--- src/rtl/boost_duty_ramp.sv ---
// boost_duty_ramp
// Duty-word feeder for the boost PWM stage. Accepts duty commands over a
// valid/ready handshake, clamps them to D_MAX, and slews the registered
// output d_boost toward the clamped target by at most STEP codes on each
// rising edge of the asynchronous control-interrupt tick. A synchronized,
// active-low over-current input forces the duty to zero and latches a fault
// that only an explicit fault_clr (with the fault gone) can release.

module boost_duty_ramp #(
    parameter int DW    = 10,
    parameter int D_MAX = 921,
    parameter int STEP  = 4
) (
    input  logic          clk,
    input  logic          rst_n,
    input  logic          ce,
    input  logic          tick,
    input  logic          cmd_valid,
    input  logic [DW-1:0] cmd_duty,
    output logic          cmd_ready,
    input  logic          fault_n,
    input  logic          fault_clr,
    output logic [DW-1:0] d_boost,
    output logic          at_target,
    output logic          fault_latched
);

    // Controller states
    localparam logic [1:0] ST_IDLE  = 2'd0;
    localparam logic [1:0] ST_RUN   = 2'd1;
    localparam logic [1:0] ST_FAULT = 2'd2;

    // Constants sized for the arithmetic they take part in; the step math is
    // done one bit wider than the duty word so nothing wraps near full scale.
    localparam logic [DW-1:0] D_MAX_W  = DW'(D_MAX);
    localparam logic [DW:0]   STEP_W   = (DW+1)'(STEP);
    localparam logic [DW-1:0] STEP_DW  = DW'(STEP);
    localparam logic [DW-1:0] ZERO_DW  = {DW{1'b0}};

    // Clamp a requested duty code to the safe maximum.
    function automatic logic [DW-1:0] clamp_cmd(input logic [DW-1:0] req);
        logic [DW-1:0] res;
        if (req > D_MAX_W) begin
            res = D_MAX_W;
        end else begin
            res = req;
        end
        return res;
    endfunction

    // One bounded slew step from cur toward tgt, never overshooting tgt and
    // never underflowing below it when ramping down.
    function automatic logic [DW-1:0] ramp_step(input logic [DW-1:0] cur,
                                                input logic [DW-1:0] tgt);
        logic [DW:0]   up_sum;
        logic [DW:0]   down_floor;
        logic [DW-1:0] res;
        up_sum     = {1'b0, cur} + STEP_W;
        down_floor = {1'b0, tgt} + STEP_W;
        if (cur < tgt) begin
            if (up_sum > {1'b0, tgt}) begin
                res = tgt;
            end else begin
                res = up_sum[DW-1:0];
            end
        end else if (cur > tgt) begin
            // cur >= tgt + STEP guarantees cur - STEP stays at or above tgt
            if ({1'b0, cur} >= down_floor) begin
                res = cur - STEP_DW;
            end else begin
                res = tgt;
            end
        end else begin
            res = cur;
        end
        return res;
    endfunction

    // Synchronizer and edge-detect flops
    logic tick_s1_r;
    logic tick_s2_r;
    logic tick_s3_r;
    logic flt_s1_r;
    logic flt_s2_r;
    logic tick_re_s;
    logic flt_s;

    // Controller registers
    logic [1:0]    state_r;
    logic [DW-1:0] d_boost_r;
    logic [DW-1:0] target_r;
    logic          cmd_ready_r;
    logic          fault_latched_r;

    // Next-state values
    logic [1:0]    state_nxt_s;
    logic [DW-1:0] d_boost_nxt_s;
    logic [DW-1:0] target_nxt_s;
    logic          handshake_s;

    // Bring the tick square wave into clk domain; third flop feeds edge detect
    always_ff @(posedge clk or negedge rst_n) begin
        if (!rst_n) begin
            tick_s1_r <= 1'b0;
            tick_s2_r <= 1'b0;
            tick_s3_r <= 1'b0;
        end else begin
            tick_s1_r <= tick;
            tick_s2_r <= tick_s1_r;
            tick_s3_r <= tick_s2_r;
        end
    end

    // Bring the active-low over-current input into clk domain (idles high)
    always_ff @(posedge clk or negedge rst_n) begin
        if (!rst_n) begin
            flt_s1_r <= 1'b1;
            flt_s2_r <= 1'b1;
        end else begin
            flt_s1_r <= fault_n;
            flt_s2_r <= flt_s1_r;
        end
    end

    assign tick_re_s   = tick_s2_r & ~tick_s3_r;
    assign flt_s       = ~flt_s2_r;
    assign handshake_s = cmd_valid & cmd_ready_r;

    // Next-state, duty and target selection with flt > !ce > handshake > tick
    always_comb begin
        state_nxt_s   = state_r;
        d_boost_nxt_s = d_boost_r;
        target_nxt_s  = target_r;
        case (state_r)
            ST_IDLE: begin
                d_boost_nxt_s = ZERO_DW;
                target_nxt_s  = ZERO_DW;
                if (ce && !flt_s) begin
                    state_nxt_s = ST_RUN;
                end else begin
                    state_nxt_s = ST_IDLE;
                end
            end
            ST_RUN: begin
                if (flt_s) begin
                    state_nxt_s   = ST_FAULT;
                    d_boost_nxt_s = ZERO_DW;
                    target_nxt_s  = ZERO_DW;
                end else if (!ce) begin
                    // Enable loss drops the duty at once, no ramp-down
                    state_nxt_s   = ST_IDLE;
                    d_boost_nxt_s = ZERO_DW;
                    target_nxt_s  = ZERO_DW;
                end else begin
                    state_nxt_s = ST_RUN;
                    if (handshake_s) begin
                        target_nxt_s = clamp_cmd(cmd_duty);
                    end else begin
                        target_nxt_s = target_r;
                    end
                    // A step coinciding with a new command uses the old target
                    if (tick_re_s) begin
                        d_boost_nxt_s = ramp_step(d_boost_r, target_r);
                    end else begin
                        d_boost_nxt_s = d_boost_r;
                    end
                end
            end
            ST_FAULT: begin
                d_boost_nxt_s = ZERO_DW;
                target_nxt_s  = ZERO_DW;
                if (fault_clr && !flt_s) begin
                    state_nxt_s = ST_IDLE;
                end else begin
                    state_nxt_s = ST_FAULT;
                end
            end
            default: begin
                state_nxt_s   = ST_IDLE;
                d_boost_nxt_s = ZERO_DW;
                target_nxt_s  = ZERO_DW;
            end
        endcase
    end

    // Register state, duty word, target and the status outputs
    always_ff @(posedge clk or negedge rst_n) begin
        if (!rst_n) begin
            state_r         <= ST_IDLE;
            d_boost_r       <= ZERO_DW;
            target_r        <= ZERO_DW;
            cmd_ready_r     <= 1'b0;
            fault_latched_r <= 1'b0;
        end else begin
            state_r         <= state_nxt_s;
            d_boost_r       <= d_boost_nxt_s;
            target_r        <= target_nxt_s;
            cmd_ready_r     <= (state_nxt_s == ST_RUN);
            fault_latched_r <= (state_nxt_s == ST_FAULT);
        end
    end

    assign d_boost       = d_boost_r;
    assign cmd_ready     = cmd_ready_r;
    assign fault_latched = fault_latched_r;
    assign at_target     = (d_boost_r == target_r);

endmodule

--- config.mk ---
export PLATFORM = sky130hd
export DESIGN_NAME = boost_duty_ramp
export DESIGN_NICKNAME = d
export VERILOG_FILES = /design/src/rtl/boost_duty_ramp.sv
export SDC_FILE = /design/constraint.sdc
export NUM_CORES = 1
export LEC_CHECK = 0
export CAP_MARGIN = 20
export CORE_UTILIZATION = 50
export CTS_CLUSTER_SIZE = 28
export DETAILED_ROUTE_END_ITERATION = 8
export PLACE_DENSITY = 0.82
export SLEW_MARGIN = 20
export SYNTH_ARGS = -nofsm -noshare
export SYNTH_HDL_FRONTEND = slang
export SYNTH_SLANG_ARGS = --single-unit
--- constraint.sdc ---
create_clock -name clk -period 3.25 [get_ports clk]
set_input_delay 0.325 -clock clk [delete_from_list [all_inputs] [get_ports clk]]
set_output_delay 0.325 -clock clk [all_outputs]
set_load 0.03 [all_outputs]
# Yosys cells after proc, flatten, opt, wreduce, memory -nomap -nowiden
# Index checks and enable logic that the tools add are counted.
[totals]
regBits = 29
inputBits = 17
output_inout_bits = 13
word_cells = 51
[classes]
addsub = 3
n_lt_le_gt_ge = 5
eq_ne = 8
mux = 18
bitwise_logic = 3
reduce_logical = 4
[op_table]
columns = ["operator", "count"]
rows = [
  ["$mux 10", 13],
  ["$add 10x3->11 const B", 2],
  ["$ge 10x11->1", 1],
  ["$gt 11x10->1", 1],
  ["$eq 10x10->1", 1],
  ["$gt 10x10->1", 1],
  ["$gt 10x10->1 const B", 1],
  ["$lt 10x10->1", 1],
  ["$sub 10x3->10 const B", 1],
  ["$ne 4x4->1 const B", 2],
  ["$pmux 2 s3", 1],
  ["$ne 5x5->1 const B", 1],
  ["$eq 2x1->1 const B", 2],
  ["$eq 2x2->1 const B", 2],
  ["$mux 2", 2],
  ["$and 1x1->1", 2],
  ["$logic_and 1x1->1", 2],
  ["$logic_not 2->1", 1],
  ["$mux 1", 2],
  ["$reduce_and 2->1", 1],
  ["$not 1->1", 1],
]

# Depth between registers and ports, before layout
[logic_depth]
depth_word = 9
depth_mapped = 15
depth_no_buf = 13

# Least setup slack after synthesis
# OpenSTA, ideal clock, no wires.
[synth_timing]
path_type = "register -> register"
startpoint = "register d_boost_r[5] (netlist: d_boost[5])"
endpoint = "register d_boost_r[2] (netlist: d_boost[2])"
setup_ps = 138
arrival_time_ps = 3192
required_time_ps = 3112
slack_ps = -80
path_stages_with_launch = 14
path_buffers = 1
period_less_slack_ps = 3330
cell_sequence = "dfrtp_1 -> clkbuf_1 -> nand3_1 -> nor3_1 -> and3_1 -> xnor2_1 -> inv_1 -> ha_1 -> a21oi_1 -> o21ai_0 -> o31ai_1 -> nand2_1 -> a311oi_1 -> a211oi_1"
[synth_via]
elab_chain_len = 8
word_cells_on_any_way = 15
classes_between = "1 x add/sub; 4 x order compare; 1 x eq/ne; 8 x mux; 1 x reduce/logical"
[synth_rtl]
columns = ["item", "line", "source"]
rows = [
  ["from (decl)", "90", "logic [DW-1:0] d_boost_r;"],
  ["from (signal assigned)", "196", "d_boost_r <= d_boost_nxt_s;"],
  ["$add 10x3->11 or $ge 10x11->1 (tied branches)", "58, 68", ""],
  ["$gt 11x10->1 or $mux 10 (tied branches)", "61, 68", ""],
  ["$mux 10, on equally long branches", "61, 66", ""],
  ["$mux 10", "60", "if (cur < tgt) begin"],
  ["$mux 10", "162", "if (tick_re_s) begin"],
  ["$mux 10", "149", "end else if (!ce) begin"],
  ["$mux 10", "145", "if (flt_s) begin"],
  ["$mux 10", "134", "case (state_r)"],
]
# Parallel ways exist; a longest one is shown, timed or not. The select of a mux whose other input is x is not followed.
# A chain may end at the register's enable or synchronous reset.

# Worst setup path after layout
[layout_timing]
startpoint = "register d_boost_r[2] (netlist: d_boost[2])"
endpoint = "register d_boost_r[8] (netlist: d_boost[8])"
[layout_via]
elab_chain_len = 8
word_cells_on_any_way = 16
classes_between = "2 x add/sub; 4 x order compare; 1 x eq/ne; 8 x mux; 1 x reduce/logical"
[layout_rtl]
columns = ["item", "line", "source"]
rows = [
  ["$add 10x3->11, or another cell as far along", "58", "up_sum = {1'b0, cur} + STEP_W;"],
  ["$gt 11x10->1 or $mux 10 (tied branches)", "61, 68", ""],
  ["$mux 10, on equally long branches", "61, 66", ""],
  ["$mux 10", "60", ""],
  ["$mux 10", "162", ""],
  ["$mux 10", "149", ""],
  ["$mux 10", "145", ""],
  ["$mux 10", "134", ""],
]
# Parallel ways exist; a longest one is shown, timed or not. The select of a mux whose other input is x is not followed.

==> metrics.txt <==
leak pwr=1.26 nW; post-place setup slack=about 0.025 ns; count of port buffers added during placement=29; Finish-stage setup viols=0; worst path cell trace=ha_1 -> nand2_1 -> nor2_2 -> xor2_1 -> ha_1 -> a21o_1 -> a21oi_1 -> o21ai_0 -> o31ai_2 -> buf_4 -> and2_2 -> nor3_1 -> o31ai_1; number of library cell types mapped by synthesis=45; starting DRC count in detailed routing=about 170; Post-Syn Area=~2300 µm²; fraction of power spent switching nets=about 22%; setup clock skew after layout=slightly below 0.007 ns; Mean Syn Cell Area=8.91 µm²; CTS sink cnt=29; Worst-Skew Late Latency=0.29 ns; count of antenna diodes in the layout=0; logic gate share of total power=8.5%; clock-pin slew of the registers on the worst-case setup and hold paths=0.07 ns; H-tree levels=2; number of hold violations in the final report=0; power density cells=298 nW/µm²; library cell used as clock root buffer=sky130_fd_sc_hd__clkbuf_8; Finished Core Util=64.9%; Detailed Route WL=6040 µm; fmax=approximately 320 MHz; number of flops mapped to enable cells by yosys=0; share of power burned in the clock network=46.6%; initial antenna violation count=0; cts bufs inserted=5; CTS tree=built; clock period minus worst slack=3.14 ns; most frequent cell after synthesis=sky130_fd_sc_hd__ha_1; final routed wire length divided by cell count=17.3 µm; Switching Power=186 µW; fraction of layout cells with a size suffix above 1=13.8%; die footprint=4780 µm²; remaining antenna violation count=0; relative contribution of sequential cells to total power=between 40% and 50%; largest voltage drop on the vdd net=0.258 mV; top cells by area, synth=sky130_fd_sc_hd__dfrtp_1 (30%), sky130_fd_sc_hd__ha_1 (16%), sky130_fd_sc_hd__nand2_1 (4.0%); Req. time, crit path=3.42 ns; vias in the first global route=1961; post-synthesis simple-gate area fraction=17.9%; share of the synthesized area in the top cell type=30.0%; type of the worst setup path=reg2reg; number of instances in the synthesized netlist=253; final total power=840 µW; ratio of routed vias to standard cells=6.10; Worst Path Arrival=3.31 ns; part of the cycle the worst path needs=96.7%; yosys warns=0; Crit Path Max Fanout=7; multi-input combinational cell area=about 1400 µm²; ys async rst share=100%; synthesis-to-finish area growth=25.2%; Max stage delay on crit path=0.43 ns; number of max-cap violations=0; outcome=completed; maximum number of pins on one net before global-route repair=30; Cell Area, Placed=2660 µm²; global route total overflow=0; first-pass detailed-route iteration total=5; worst min-delay path category=reg2reg; Initial Utilization=about half; post-synthesis cell type with the largest combined area=sky130_fd_sc_hd__dfrtp_1; first-pass GRT wire length=9540 µm; total number of nets in the final design=between 300 and 400; remaining design rule violation count=0; count of final max-slew check failures=0; normalized max-slew margin=around 59%; largest family of logic cells by synthesized area=compound AO/OA/AOI/OAI gates; top post-synthesis cells by count=sky130_fd_sc_hd__ha_1 (29), sky130_fd_sc_hd__dfrtp_1 (27), sky130_fd_sc_hd__nand2_1 (24); pin slew with the least headroom to its limit=0.615 ns; internal portion of total power=~650 µW; Std-Cell Core Area=4350 µm²; Filler Cell Count=345; total vias in the final route=2130; Chip Height=between 60 and 70 µm; I/O pin count=30; Final Instance Area=2820 µm²; endpoint class of the critical path=flip-flop; sequential cell area=731 µm²; horizontal die dimension=69.2 µm; total track usage=25.6%; Post-Synth XOR/XNOR Area=5.83%; number of buffers inserted for hold repair after clock tree synthesis=0; Clock Path Buffers=2; number of synthesized register bits=29; final worst-path setup slack=0.109 ns; sequential-to-total area share from yosys stat=around 32%; fraction of synthesized area in multiplexers=0%; Critical Path Start Type=flip-flop; Site Rows=24; share of the synthesized area in compound gates (AO/OA/AOI/OAI)=between 20% and 30%; slowest cell on the critical path=sky130_fd_sc_hd__dfrtp_2; Final Wtd Congestion=0.913; post-detailed-placement half-perimeter wirelength=4480 µm; syn_nets=roughly 300; Post-synth top flop=sky130_fd_sc_hd__dfrtp_1; library cell appearing most often on the critical path=sky130_fd_sc_hd__ha_1; fraction of the mapped netlist area in adder cells=16.1%
## cell usage in the layout, fill, tap and decap left out, types with 6 or more instances in the layout
master                            Yosys  layout
sky130_fd_sc_hd__nand2_1             24      23
sky130_fd_sc_hd__o31ai_1              8       7
sky130_fd_sc_hd__clkdlybuf4s50_1      0      29
sky130_fd_sc_hd__clkbuf_8             0       6
sky130_fd_sc_hd__inv_1               16      16
sky130_fd_sc_hd__buf_4                1      17
sky130_fd_sc_hd__o21ai_0              8       8
sky130_fd_sc_hd__xor2_1               6       6
sky130_fd_sc_hd__xnor2_1              9       9
sky130_fd_sc_hd__ha_1                29      29
sky130_fd_sc_hd__nor2_1              16      15
sky130_fd_sc_hd__a21oi_1             14      14
sky130_fd_sc_hd__nand3_1             13      13
sky130_fd_sc_hd__a211oi_1             6       6
sky130_fd_sc_hd__dfrtp_1             27      25
## worst paths after layout
check | startpoint | end | slack, ns | cells after the start
min | flt_s1_r | flt_s2_r | 0.36 | 0
min in group asynchronous | rst_n | target_r[9] | 0.42 | 2
max reg2reg | d_boost[2] | d_boost[8] | 0.11 | 13
max | d_boost[2] | d_boost[8] | 0.11 | 13
min reg2reg | flt_s1_r | flt_s2_r | 0.36 | 0
max in group asynchronous | rst_n | flt_s2_r | 2.53 | 2
## layout make-up
class / count / share of cell area, %
Multi-Input combinational cell: 198 / 50.8
Timing Repair Buffer: 46 / 14.8
Sequential cell: 29 / 25.9
Tap cell: 52 / 2.30
Clock buffer: 7 / 3.06
Inverter: 16 / 2.13
Clock inverter: 1 / 1.06
## through the flow
stage	hold WS [ns]	std cells	TNS [ns]
6_report	0.358	349	0
5_1_grt	0.364	349	-0.0543
4_1_cts	0.359	345	0
3_5_place_dp	0.344	337	0
3_3_place_gp	0.336	337	0
2_1_floorplan	0.0294	253	0
## cell families after synthesis
family | after synthesis
adders and majority gates | 29
AOI/OAI and AO/OA | 71
and+or+nand+nor | 83
buffers and inverters | 26
xor gates and xnor gates | 15
DFF | 29
## power groups by stage
stage	combinational, mW	clock (mW)	sequential, mW
final	0.0717	0.392	0.377
after global routing	0.0789	0.412	0.378
after CTS	0.0718	0.397	0.377
after detailed placement	0.0714	0	0.383
after global placement	0.0703	0	0.383
after floorplan	0.0246	0	0.387
## registers in the layout (all words and copies together), names as in the netlist
name / cells
tick_s2_r: 1
fault_latched: 1
flt_s2_r: 1
tick_s3_r: 1
flt_s1_r: 1
target_r: 10
state_r: 2
d_boost: 10
cmd_ready: 1
tick_s1_r: 1
## worst max-delay path: cells and delay by family (launching register included)
kind,cells,cell delay [ns]
DFF,1,0.43
adders and majority gates,2,0.52
AOI/OAI and AO/OA,5,1.13
xor gates and xnor gates,1,0.23
and+or+nand+nor,4,0.54
buffers and inverters,1,0.18
## what timing repair did
action,in CTS,in global routing
gates resized for setup,1,6
setup buffers,0,4
pin swaps,0,3
endpoints found under the setup margin,1,10
## metal layers
layer	global-route usage [%]	vias up	share of wire, %
met2	42.1	99	48
met5	0	-	0
met3	3.80	16	6.7
li1	-	1012	-
met1	34.1	1003	43
met4	9.30	0	2.2
(Power assumes the default switching activity.)
